### src/rtl/div_seq.sv
// Multicycle signed restoring divider for MIPS DIV: quotient truncates toward zero,
// remainder follows the dividend's sign. Divide-by-zero finishes in one cycle with a flag.
module div_seq #(
   parameter int WIDTH = 32,
   parameter int CNT_W = 6
) (
   input  logic             clk,
   input  logic             reset,
   input  logic             start,
   input  logic [WIDTH-1:0] dividend,
   input  logic [WIDTH-1:0] divisor,
   output logic             busy,
   output logic             done,
   output logic [WIDTH-1:0] quotient,
   output logic [WIDTH-1:0] remainder,
   output logic             div_zero
);

   typedef enum logic [2:0] {
      S_IDLE,
      S_CALC,
      S_FIX,
      S_DONE,
      S_ZDONE
   } state_t;

   state_t           r_state;
   logic [CNT_W-1:0] r_cnt;
   logic [WIDTH-1:0] r_mag_q;
   logic [WIDTH-1:0] r_rem;
   logic [WIDTH-1:0] r_dvs;
   logic             r_sign_q;
   logic             r_sign_r;
   logic             r_busy;
   logic             r_done;
   logic             r_div_zero;
   logic [WIDTH-1:0] r_quot;
   logic [WIDTH-1:0] r_remd;

   logic [WIDTH-1:0] w_abs_a;
   logic [WIDTH-1:0] w_abs_b;
   logic [WIDTH:0]   w_shift;
   logic [WIDTH:0]   w_trial;
   logic             w_last;

   // Magnitudes are unsigned, so the most negative operand maps to 0x80000000 without overflow.
   assign w_abs_a = dividend[WIDTH-1] ? -dividend : dividend;
   assign w_abs_b = divisor[WIDTH-1]  ? -divisor  : divisor;

   assign w_shift = {r_rem, r_mag_q[WIDTH-1]};
   assign w_trial = w_shift - {1'b0, r_dvs};
   assign w_last  = (r_cnt == CNT_W'(WIDTH - 1));

   always_ff @(posedge clk) begin
      if (reset) begin
         r_state    <= S_IDLE;
         r_cnt      <= '0;
         r_mag_q    <= '0;
         r_rem      <= '0;
         r_dvs      <= '0;
         r_sign_q   <= 1'b0;
         r_sign_r   <= 1'b0;
         r_busy     <= 1'b0;
         r_done     <= 1'b0;
         r_div_zero <= 1'b0;
         r_quot     <= '0;
         r_remd     <= '0;
      end else begin
         case (r_state)
            S_IDLE: begin
               r_done     <= 1'b0;
               r_div_zero <= 1'b0;
               if (start) begin
                  if (divisor == '0) begin
                     r_state    <= S_ZDONE;
                     r_done     <= 1'b1;
                     r_div_zero <= 1'b1;
                  end else begin
                     r_state  <= S_CALC;
                     r_busy   <= 1'b1;
                     r_mag_q  <= w_abs_a;
                     r_dvs    <= w_abs_b;
                     r_sign_q <= dividend[WIDTH-1] ^ divisor[WIDTH-1];
                     r_sign_r <= dividend[WIDTH-1];
                     r_rem    <= '0;
                     r_cnt    <= '0;
                  end
               end
            end
            S_CALC: begin
               // Negative trial (borrow into the extra bit) means restore the shifted value.
               if (!w_trial[WIDTH]) begin
                  r_rem <= w_trial[WIDTH-1:0];
               end else begin
                  r_rem <= w_shift[WIDTH-1:0];
               end
               r_mag_q <= {r_mag_q[WIDTH-2:0], ~w_trial[WIDTH]};
               r_cnt   <= r_cnt + 1'b1;
               if (w_last) begin
                  r_state <= S_FIX;
               end
            end
            S_FIX: begin
               r_quot  <= r_sign_q ? -r_mag_q : r_mag_q;
               r_remd  <= r_sign_r ? -r_rem : r_rem;
               r_busy  <= 1'b0;
               r_done  <= 1'b1;
               r_state <= S_DONE;
            end
            S_DONE, S_ZDONE: begin
               r_done     <= 1'b0;
               r_div_zero <= 1'b0;
               r_state    <= S_IDLE;
            end
            default: begin
               r_state <= S_IDLE;
               r_busy  <= 1'b0;
               r_done  <= 1'b0;
            end
         endcase
      end
   end

   assign busy      = r_busy;
   assign done      = r_done;
   assign div_zero  = r_div_zero;
   assign quotient  = r_quot;
   assign remainder = r_remd;

endmodule

### config.mk
export PLATFORM = sky130hd
export DESIGN_NAME = div_seq
export DESIGN_NICKNAME = d
export VERILOG_FILES = /design/src/rtl/div_seq.sv
export SDC_FILE = /design/constraint.sdc
export NUM_CORES = 1
export LEC_CHECK = 0
export CAP_MARGIN = 20
export CORE_MARGIN = 5
export CORE_UTILIZATION = 57
export CTS_CLUSTER_SIZE = 14
export DETAILED_ROUTE_END_ITERATION = 16
export PLACE_DENSITY = 0.89
export SYNTH_ARGS = -nofsm -noshare
export SYNTH_HDL_FRONTEND = slang
export SYNTH_SLANG_ARGS = --single-unit
### constraint.sdc
create_clock -name clk -period 4.15 [get_ports clk]
set_input_delay 0.415 -clock clk [delete_from_list [all_inputs] [get_ports clk]]
set_output_delay 0.415 -clock clk [all_outputs]
set_load 0.005 [all_outputs]
==> results.md <==
* Setup-failing EPs final at 0
* Cell Rows at 50
* Per-cell routed wire length at 17.7 um
* Synthesized area at 10,800 um2
* Initial antenna violation count at 0
* Overall routing resource usage at 0.265
* Highest clock rate at 277 MHz
* Flop2flop setup slack at 0.54 ns
* Vias in the first global route at 9,425
* Post-Route WL at 29,400 um
* Total gr overflow at 0
* Layout fillers at 1,445
* First-pass GRT wire length at 47,500 um
* Final Max Slew Viols at 0
* Clock transition at the registers of the reported paths at 0.07 ns
* HPWL Detailed at 21,300 um
* DRC at 0
* CTS Hold Bufs at 0
* Vias/cell at 6.14
* Seq/Total Area, Yosys at 0.323
* Syn Inst Count at 1,329
* Area delta synth->final at 19.1%
* Final Skew at 0.00888 ns
* Yosys reg bits at 174
* Post-synth EDFFs at 0
* Final worst path period share at 0.869
* Largest net degree at the start of global routing at 127
* Finished Layout Cells at 1,658
* NetSw at 2.31 mW
* CTS tree: built
* Maxcap violations at 0
* Setup TNS at 0 ns
* Critical path launch point type: register
* Share of post-route cells with drive strength above 1 at 0.0520
* Die area at 21,700 um2
* Initial cell density of the core at 0.578
* Drt first pass iters at 6
* CP Data Arrival Time at 3.89 ns
* Comb power frac at 0.410
* Synthesized area per cell at around 8 um2
* Root Driver: clkbuf_16
* Critical-path maximum fanout at 14
* Reg power frac at 0.316
* Clock Latency Late Sink at 0.43 ns
* GR Util met1 at 0.369
* Htree depth at 4
* Buffers on Ports at about 130
* Vias at 10,200
* Clock Power Share at 0.274
* Placed insts at 1,626
* Core area at around 19,000 um2
* RSZ-0062 raised after global routing: false
* Antenna Cells at 0
* Post-cts resize count at 0
* Buffer depth of the longest clock path at 2
* Synthesized Nets at 1,434
* CP Class: reg -> reg
* Met2 usage at 0.428
* Clk sinks at 174
* Leak at between 4 and 5 nW
* Gr busiest metal: met2
* M3 GR Usage at 0.0399
* Final Hold Violating Endpoints at 0
* Synth warnings at 0
* PD cells at 484 nW/um2
* Minimum clock period at 3.61 ns
* Internal Power at 3.90 mW
* Worst Tran Pin Value at 1.11 ns
* Synth async-reset ratio at 0
* Worst vdd ir at 0.349 mV
* Ports at between 100 and 150
* Die width at about 150 um
* Required time at the worst-slack endpoint at 4.43 ns
* Final ANT Viol Nets at 0
* Hold Path Class: reg -> reg
* Cts bufs inserted at 17
* Max-slew headroom at 0.259
* Most common flop cell mapped by yosys: dfxtp_1
* Worst setup EP type: register
* Nets at 1,516
* Die height at roughly 150 um
* Number of setup buffers added after CTS at 0
* Status: completed
* Final GP Congestion at 0.931
* Library cells used by synthesis at 76
* Switching Share at 0.372
* Starting DRC count in detailed routing at 1,011
[worst max-delay path, cell delays in order, from the launching register on]
cell       delay [ns]
dfxtp_1          0.33
inv_1            0.08
ha_1             0.23
fa_1             0.40
nand2b_1         0.18
a21oi_1          0.18
o211a_1          0.25
o2111ai_1        0.19
a311oi_1         0.44
or4_1            0.23
and2_1           0.42
buf_12           0.22
mux2i_1          0.23
o21ai_1          0.08
[synth_stat cells, types with 5 or more instances]
master    instances  area share
a211oi_1         97       0.068
a21o_1           23       0.016
a21oi_1          56       0.026
a221oi_1         18       0.015
a22oi_1          13      0.0091
a31oi_1           7      0.0041
and2_1            5      0.0029
and3_1            5      0.0029
buf_1             6      0.0021
buf_2             8      0.0037
clkbuf_1         66       0.023
dfxtp_1         174        0.32
ha_1             37       0.043
inv_1            52       0.018
mux2i_1          28       0.026
nand2_1         114       0.040
nand2b_1         10      0.0058
nand3_1          16      0.0074
nand4_1          10      0.0058
nor2_1          167       0.058
nor2b_1           7      0.0041
nor3_1           12      0.0056
nor4_1            9      0.0052
o21ai_0          51       0.024
o21ai_1          32       0.015
o31ai_1          31       0.022
o41ai_1          23       0.019
or3_1            13      0.0076
or4_1            13      0.0091
or4_4             5      0.0052
xnor2_1          35       0.028
xor2_1          110       0.089
[routing by layer]
| metal | share of wire | vias to the layer above |
|---|---|---|
| li1 | - | 4979 |
| met1 | 0.45 | 4735 |
| met2 | 0.47 | 405 |
| met3 | 0.065 | 54 |
| met4 | 0.020 | 0 |
| met5 | 0 | - |
[path summary, 6_finish.rpt]
path                            start                      to  cells after the start
max          r_mag_q[31]$_SDFFE_PP0P_  r_rem[17]$_SDFFE_PP0P_                     13
min             div_zero$_SDFFE_PP0P_   div_zero$_SDFFE_PP0P_                      2
max reg2reg  r_mag_q[31]$_SDFFE_PP0P_  r_rem[17]$_SDFFE_PP0P_                     13
min reg2reg     div_zero$_SDFFE_PP0P_   div_zero$_SDFFE_PP0P_                      2
[cell families after synthesis]
logic type,after synthesis,share of synthesized area
AND/OR/NAND/NOR,410,0.179
AO/OA/AOI/OAI,397,0.259
flip-flops,174,0.323
XOR/XNOR,145,0.118
buffers and inverters,137,0.0497
adder cells (fa/ha/maj),38,0.0448
multiplexers,28,0.0260
[sequential cells by signal (all words and copies together), names as in the netlist]
register,flops
quotient,32
r_dvs,32
r_mag_q,32
r_rem,32
remainder,32
r_cnt,6
r_state,3
busy,1
div_zero,1
done,1
r_sign_q,1
r_sign_r,1
[area by class of cell]
class | instances | area (um2) | share of cell area
well taps | 234 | 293 | 0.0228
multi-input cells | 1018 | 6760 | 0.527
clock inverters | 11 | 164 | 0.0128
repair buffers | 146 | 1460 | 0.114
inverters | 54 | 203 | 0.0158
flip-flops and latches | 174 | 3480 | 0.272
clock buffers | 21 | 460 | 0.0359
[stage by stage]
stage | utilization | hold WS [ns] | setup slack, ns | area (um2) | total power, mW
after CTS | 0.688 | 0.462 | 0.608 | 12800 | 6.18
after global placement | 0.655 | 0.444 | 0.530 | 12200 | 4.42
after detailed placement | 0.655 | 0.451 | 0.451 | 12200 | 4.48
after floorplan | - | 0.432 | 1.03 | 10800 | 3.82
final | 0.688 | 0.460 | 0.544 | 12800 | 6.21
after global routing | 0.688 | 0.491 | 0.349 | 12800 | 6.58
[placed cells by master, fill, tap and decap left out, drive strengths merged, types with 21 or more instances in the layout]
cell type / instances
a21oi: 56
inv: 54
o31ai: 34
clkbuf: 21
dfxtp: 174
a211oi: 97
nor2: 169
clkdlybuf4s50: 132
xor2: 110
mux2i: 28
nand2: 114
ha: 37
o21ai: 83
a21o: 23
o41ai: 26
xnor2: 35
[power groups by stage]
stage / Sequential (mW) / Clock (mW) / Combinational, mW
after detailed placement: 1.99 / 0 / 2.49
after floorplan: 1.92 / 0 / 1.90
final: 1.96 / 1.70 / 2.54
after CTS: 1.95 / 1.71 / 2.51
after global placement: 1.98 / 0 / 2.43
after global routing: 1.98 / 1.80 / 2.80
Power figures use the tool's default switching activity.
